$ cat src/rtl/mem_req_queue.sv
// In-order request queue in front of a single-port memory: buffers producer requests and returns read data.
// Optional macro MEM_REQ_QUEUE_STATS_EN adds saturating write/read handshake counters.
module mem_req_queue #(
  parameter int unsigned ADDR_WIDTH = 4,
  parameter int unsigned DATA_WIDTH = 8,
  parameter int unsigned FIFO_DEPTH = 4
) (
  input  logic                  clk,
  input  logic                  rst,
  input  logic                  req_valid,
  output logic                  req_ready,
  input  logic                  req_wr_rd,
  input  logic [ADDR_WIDTH-1:0] req_addr,
  input  logic [DATA_WIDTH-1:0] req_wdata,
  output logic                  rsp_valid,
  output logic [DATA_WIDTH-1:0] rsp_rdata,
  output logic                  mem_valid,
  input  logic                  mem_ready,
  output logic                  mem_wr_rd,
  output logic [ADDR_WIDTH-1:0] mem_addr,
  output logic [DATA_WIDTH-1:0] mem_wdata,
  input  logic [DATA_WIDTH-1:0] mem_rdata
`ifdef MEM_REQ_QUEUE_STATS_EN
  ,
  output logic [15:0]           stat_wr_cnt,
  output logic [15:0]           stat_rd_cnt
`endif
);

  localparam int unsigned PTR_W = $clog2(FIFO_DEPTH);
  localparam int unsigned CNT_W = PTR_W + 1;

  typedef struct packed {
    logic                  wr_rd;
    logic [ADDR_WIDTH-1:0] addr;
    logic [DATA_WIDTH-1:0] wdata;
  } req_t;

  typedef enum logic {IDLE, ISSUE} state_t;

  state_t           state_q, state_d;
  req_t             fifo_q [FIFO_DEPTH];
  req_t             push_entry;
  req_t             head_q, head_d;
  logic [PTR_W-1:0] wr_ptr_q, rd_ptr_q, rd_ptr_inc;
  logic [CNT_W-1:0] count_q, count_d;
  logic             push, pop, rd_done;
  logic             cap_valid_q;
  logic [DATA_WIDTH-1:0] cap_data_q;

  assign push_entry = '{wr_rd: req_wr_rd, addr: req_addr, wdata: req_wdata};
  assign push       = req_valid && req_ready;
  assign pop        = mem_valid && mem_ready;
  assign rd_done    = pop && !head_q.wr_rd;
  assign count_d    = count_q + CNT_W'(push) - CNT_W'(pop);
  assign rd_ptr_inc = rd_ptr_q + PTR_W'(1);

  // Memory-side outputs come straight from the registered head; head_q is zero outside ISSUE.
  assign mem_valid = (state_q == ISSUE);
  assign mem_wr_rd = head_q.wr_rd;
  assign mem_addr  = head_q.addr;
  assign mem_wdata = head_q.wdata;

  // Queue storage; no reset needed since occupancy is tracked by count_q.
  always_ff @(posedge clk) begin
    if (push && !rst) begin
      fifo_q[wr_ptr_q] <= push_entry;
    end
  end

  // Pointers, occupancy and registered ready.
  always_ff @(posedge clk) begin
    if (rst) begin
      wr_ptr_q  <= '0;
      rd_ptr_q  <= '0;
      count_q   <= '0;
      req_ready <= 1'b1;
    end else begin
      if (push) wr_ptr_q <= wr_ptr_q + PTR_W'(1);
      if (pop)  rd_ptr_q <= rd_ptr_inc;
      count_q   <= count_d;
      req_ready <= (count_d != CNT_W'(FIFO_DEPTH));
    end
  end

  always_ff @(posedge clk) begin
    if (rst) begin
      state_q <= IDLE;
      head_q  <= '0;
    end else begin
      state_q <= state_d;
      head_q  <= head_d;
    end
  end

  // Next head: when the only entry pops while a push lands, the new head bypasses storage.
  always_comb begin
    state_d = state_q;
    head_d  = '0;
    case (state_q)
      IDLE: begin
        if (count_q != '0) begin
          state_d = ISSUE;
          head_d  = fifo_q[rd_ptr_q];
        end
      end
      ISSUE: begin
        if (!mem_ready) begin
          head_d = head_q;
        end else if (count_d != '0) begin
          head_d = (count_q == CNT_W'(1)) ? push_entry : fifo_q[rd_ptr_inc];
        end else begin
          state_d = IDLE;
        end
      end
      default: state_d = IDLE;
    endcase
  end

  // Two-stage read return: capture on the handshake edge, present one edge later.
  always_ff @(posedge clk) begin
    if (rst) begin
      cap_valid_q <= 1'b0;
      cap_data_q  <= '0;
      rsp_valid   <= 1'b0;
      rsp_rdata   <= '0;
    end else begin
      cap_valid_q <= rd_done;
      if (rd_done) cap_data_q <= mem_rdata;
      rsp_valid   <= cap_valid_q;
      if (cap_valid_q) rsp_rdata <= cap_data_q;
    end
  end

`ifdef MEM_REQ_QUEUE_STATS_EN
  always_ff @(posedge clk) begin
    if (rst) begin
      stat_wr_cnt <= '0;
      stat_rd_cnt <= '0;
    end else begin
      if (pop && head_q.wr_rd && (stat_wr_cnt != 16'hFFFF)) stat_wr_cnt <= stat_wr_cnt + 16'd1;
      if (rd_done && (stat_rd_cnt != 16'hFFFF))             stat_rd_cnt <= stat_rd_cnt + 16'd1;
    end
  end
`endif

endmodule

$ cat config.mk
export PLATFORM = sky130hd
export DESIGN_NAME = mem_req_queue
export DESIGN_NICKNAME = d
export VERILOG_FILES = /design/src/rtl/mem_req_queue.sv
export SDC_FILE = /design/constraint.sdc
export NUM_CORES = 1
export LEC_CHECK = 0
export ABC_CLOCK_PERIOD_IN_PS = 3500
export CAP_MARGIN = 10
export CORE_MARGIN = 2
export CORE_UTILIZATION = 55
export CTS_CLUSTER_DIAMETER = 80
export DETAILED_ROUTE_END_ITERATION = 10
export PLACE_DENSITY = 0.79
export SYNTH_ARGS = -nofsm -noshare
export SYNTH_HDL_FRONTEND = slang
export SYNTH_SLANG_ARGS = --single-unit
$ cat constraint.sdc
create_clock -name clk -period 3.5 [get_ports clk]
set_input_delay 0.7 -clock clk [delete_from_list [all_inputs] [get_ports clk]]
set_output_delay 0.7 -clock clk [all_outputs]
set_load 0.005 [all_outputs]
# Yosys cells after proc, flatten, opt, wreduce, memory -nomap -nowiden
# Memory sizes are Yosys's and may differ from the RTL's. A register that Yosys moved wholly into a read port is not among the register bits.
# Index checks and enable logic that the tools add are counted.
# word_totals
word_cells	42
mem_bits_ro	0
ff_bits	40
mem_count	1
output_inout_bits	24
latch_bits	0
ram_bits	52
in_bits	25
# mem_list
name	words	word_bits	rd	rd_clocked_by_memory_dff	write_ports	line	source
fifo_q	4	13	2	1	1	42	req_t fifo_q [FIFO_DEPTH];
# op_classes
n_mul	0
n_reduce_logical	8
bitwise	1
shift	0
muxes	13
addsub	4
n_eq_ne	3
n_lt_le_gt_ge	0
div_mod_pow	0
# op_table
op	n
13-bit 2-to-1 mux	4
13-bit case mux with 2 select lines	1
3-bit nonzero test	2
1-bit 2-to-1 mux	5
2-bit by 1-bit adder with 2-bit output, second input constant	2
1-bit logical AND	4
2-bit 2-to-1 mux	2
3-bit by 1-bit adder with 3-bit output	1
3-bit by 1-bit equality test with 1-bit output, second input constant	1
3-bit != test, second input constant	1
3-bit by 1-bit subtractor with 3-bit output	1
1-bit zero test	2
2-bit != test, second input constant	1
1-bit case mux with 2 select lines	1
1-bit NOT	1

# Logic depth before layout (Yosys ltp)
# logic_depth
word_depth	7
mapped_depth	9
depth_no_buf	8

# Least setup slack after synthesis
# OpenSTA, ideal clock, no wires.
# synth_path
path_type	input port to flip-flop
from	in req_valid
to	reg head_q (netlist bit mem_addr[0])
stages	9
n_path_buf	1
arrival_ps	2204
required_ps	3378
setup_ps	122
setup_slack_ps	1175
cell_sequence	nand2_1 -> nand3_1 -> nand2_1 -> ha_1 -> fa_1 -> xnor3_1 -> o31ai_4 -> buf_6 -> o21ai_1
# synth_via
elab_chain_cells	7
# synth_lines
item	line	source
from (decl)	10	input logic req_valid,
1-bit logical AND	52	assign push = req_valid && req_ready;
3-bit by 1-bit adder with 3-bit output	55	assign count_d = count_q + CNT_W'(push) - CNT_W'(pop);
3-bit by 1-bit subtractor with 3-bit output	55	
3-bit nonzero test	110	end else if (count_d != '0) begin
13-bit 2-to-1 mux	110	
13-bit 2-to-1 mux	108	if (!mem_ready) begin
13-bit case mux with 2 select lines	100	case (state_q)
to (signal assigned)	89	head_q <= '0;
to (signal assigned)	92	head_q <= head_d;
to (decl)	44	req_t head_q, head_d;
# No other way between the ends. The select of a mux whose other input is x is not followed.
# A chain may end at the register's enable or synchronous reset.

# Worst setup path after layout
# layout_path
from	in mem_ready
to	reg head_q (netlist bit mem_wdata[2])
# layout_via
elab_chain_cells	6
elab_cells_between_ends	7
cone_classes	add/sub (1); eq/ne (1); mux (3); reduce/logical (2)
# layout_lines
item	line	source
from (decl)	18	input logic mem_ready,
1-bit logical AND	53	assign pop = mem_valid && mem_ready;
3-bit by 1-bit subtractor with 3-bit output	55	
3-bit nonzero test	110	
13-bit 2-to-1 mux	110	
13-bit 2-to-1 mux	108	
13-bit case mux with 2 select lines	100	
# Parallel ways exist; a longest one is shown, timed or not. The select of a mux whose other input is x is not followed.

==> impl_metrics.toml <==
[yosys]
yosysUniqueCellTypes = 33
ys_ff_latch = 94
ys_async_sr_fraction_pct = 0
yosys_warnings = 0
syn_avg_cell_area_um2 = 15.6
synth_ff_type = "edfxtp_1"
netlist_area_um2 = 3990
syn-num-nets = 287
synth_area_leaders = "edfxtp_1 (39%), dfxtp_1 (21%), mux4_2 (11%)"
netlist.area_leader.share_pct = 39.2
synth_cells = 256
yosys.area.top_type = "edfxtp_1"
ys_seq_area_share_pct = 60.2
synth_edf_count = 52

[timing]
fin_tns_setup_ns = 0
grt_setup_unrepaired = "no"
fin_worst_skew_ns = 0.00734
fin_crit_ns = 2.69
setup_viol = 0
period_share_pct = 76.7
max_freq_mhz = 372
finalHoldViolations = 0
slew-limit-headroom_pct = 36.0
worstMarginPinSlew_ns = 0.959
slew_viol_final = 0

[outcome]
status = "completed"

[final_layout]
final_util_pct = 65.9
n_antenna_cell = 0
fin_cells = 407
layout-drive-gt1-share_pct = 13.6
fin_nets = 334
fillers = 526
syn_to_final_growth_pct = 18.0
final_area_um2 = 4700

[detailed_routing]
wl_per_cell_um = 18.0
drtAntennaViolNets = 0
first_iter_violations = 183
vias_per_cell = 5.74
first_pass_iters = 4
vias = 2337
routed_wl_um = 7340
drc = 0

[global_routing]
grt_max_degree = 32
grt_pass1_wl_um = 11800
grt_pass1_vias = 2385
antenna_found_initial = 0
track_usage_pct = 20.4
globalRoute.totalOverflow = 0

[setup_path]
cp_data_required_time_ns = 3.73
startpoint_type = "input pin"
endpoint_kind = "flip-flop"
crit_fanout = 13
crit_arrival_ns = 2.92
critPathKind = "in -> reg"
rr_worst_depth = 9

[die]
core_um2 = 7140
start_util_pct = 55.9
num_rows = 31
design.die.area_um2 = 7950
io_pins = 49
die_width_um = 89.1
die_y_um = 89.1

[place]
place_hpwl_um = 4890
dp_cells = 391
io_buffers = 48
place.gp.congestion = 0.784
placed_cell_area_um2 = 4520

[clock_network]
h-tree-depth = 3
ctsHoldBuffers = 0
clockRootBuffer = "clkbuf_8"
ctsResizeCount = 0
cts_tree = "done"
post-cts-setup-buffers = 0
clkSinkCount = 94
clkTransAtPathRegs_ns = 0.08
clockBufferDepth = 2
cts_made_buffers = 9
clock_latency_ns = 0.35

[pwr]
ir_drop_mv = 0.355
power_density_nw_per_um2 = 646
p_leak_uw = 0.00161

[hold_path]
holdPathStages = 2
hp-class = "reg -> reg"

[job]
cap_violations = 0
==> registers in the layout, summed over array words and instances, names as in the netlist, named ones only <==
| name | flops |
|---|---|
| rd_ptr_q | 2 |
| mem_wr_rd | 1 |
| rsp_rdata | 8 |
| mem_wdata | 8 |
| rsp_valid | 1 |
| cap_data_q | 8 |
| fifo_q | 52 |
| cap_valid_q | 1 |
| mem_valid | 1 |
| mem_addr | 4 |
| req_ready | 1 |
| wr_ptr_q | 2 |
| count_q | 3 |
==> kinds of logic (layout without fill, tap and decap cells) <==
family | after synthesis | after routing | synth area share (%)
DFF | 94 | 94 | 60.2
muxes | 55 | 55 | 22.5
and+or+nand+nor | 50 | 50 | 6.02
AOI/OAI and AO/OA | 28 | 28 | 5.15
buffers and inverters | 19 | 71 | 2.76
adders and majority gates | 6 | 6 | 2.07
xor gates and xnor gates | 4 | 4 | 1.22
==> area by class of cell <==
cell class / count / area, um^2 / area share (%)
repair buffers: 52 / 510 / 10.9
inverters: 3 / 11.3 / 0.239
clock inverters: 6 / 32.5 / 0.691
flip-flops and latches: 94 / 2400 / 51.1
well taps: 99 / 124 / 2.63
multi-input cells: 143 / 1480 / 31.4
clock buffers: 10 / 149 / 3.16
==> layout by cell type (no fill, tap or decap), types with 2 or more instances in the layout <==
master / count
clkdlybuf4s50_1: 48
nor2b_1: 4
inv_4: 2
mux4_1: 6
buf_4: 4
o21ai_1: 10
nand2_1: 5
mux4_2: 20
edfxtp_1: 52
mux2i_1: 29
ha_1: 5
nor2_1: 26
xor2_1: 2
clkbuf_8: 9
o21ai_0: 3
dfxtp_1: 42
inv_1: 3
clkinv_2: 4
and2_1: 4
a32oi_1: 13
nand3_1: 4
==> per-stage QoR <==
stage	worst slack [ns]	power, uW	hold WS, ns
floorplan	1.17	2110	0.460
global placement	0.515	2400	0.448
detailed placement	0.462	2410	0.452
CTS	0.823	3060	0.473
global route	0.704	3200	0.506
finish	0.814	3040	0.472
==> worst paths after layout <==
| kind | startpoint | end | slack, ns |
|---|---|---|---|
| hold / removal | mem_wdata[1]$_SDFFE_PP0P_ | mem_wdata[1]$_SDFFE_PP0P_ | 0.47 |
| setup reg to reg | mem_valid$_SDFF_PP0_ | mem_wdata[2]$_SDFFE_PP0P_ | 1.23 |
| setup / recovery | mem_ready | mem_wdata[2]$_SDFFE_PP0P_ | 0.81 |
| hold reg to reg | mem_wdata[1]$_SDFFE_PP0P_ | mem_wdata[1]$_SDFFE_PP0P_ | 0.47 |
==> per-layer routing <==
metal / wire, um / global-route usage (%) / up-vias
li1: - / - / 1096
met1: 3010 / 25.4 / 1173
met2: 3830 / 34.5 / 61
met3: 450 / 5.82 / 7
met4: 51 / 6.51 / 0
met5: 0 / 0 / -
==> worst max-delay path, stage by stage <==
cell and delay (ns):
clkdlybuf4s50_1 0.57, nand2_1 0.13, nand3_1 0.10, nand2_1 0.07, ha_1 0.20, fa_1 0.37, xnor3_1 0.25, o31ai_4 0.18
buf_4 0.23, o21ai_0 0.10
==> power breakdown <==
part | switching [uW] | internal (uW) | leakage [uW] | total [uW]
clock | 355 | 297 | 0.000102 | 653
sequential | 162 | 1340 | 0.000815 | 1500
combinational | 397 | 490 | 0.000692 | 887
==> cell usage after synthesis, drive strengths merged (2+ instances only) <==
library cell / number
edfxtp: 52
mux2i: 29
dfxtp: 42
a32oi: 13
xor2: 2
clkbuf: 4
mux4: 26
and2: 4
nand3: 4
nor3b: 2
buf: 12
inv: 3
nor2: 26
nand2: 5
o21ai: 13
ha: 5
nor2b: 4
No activity file was read; power rests on OpenSTA's default activity.
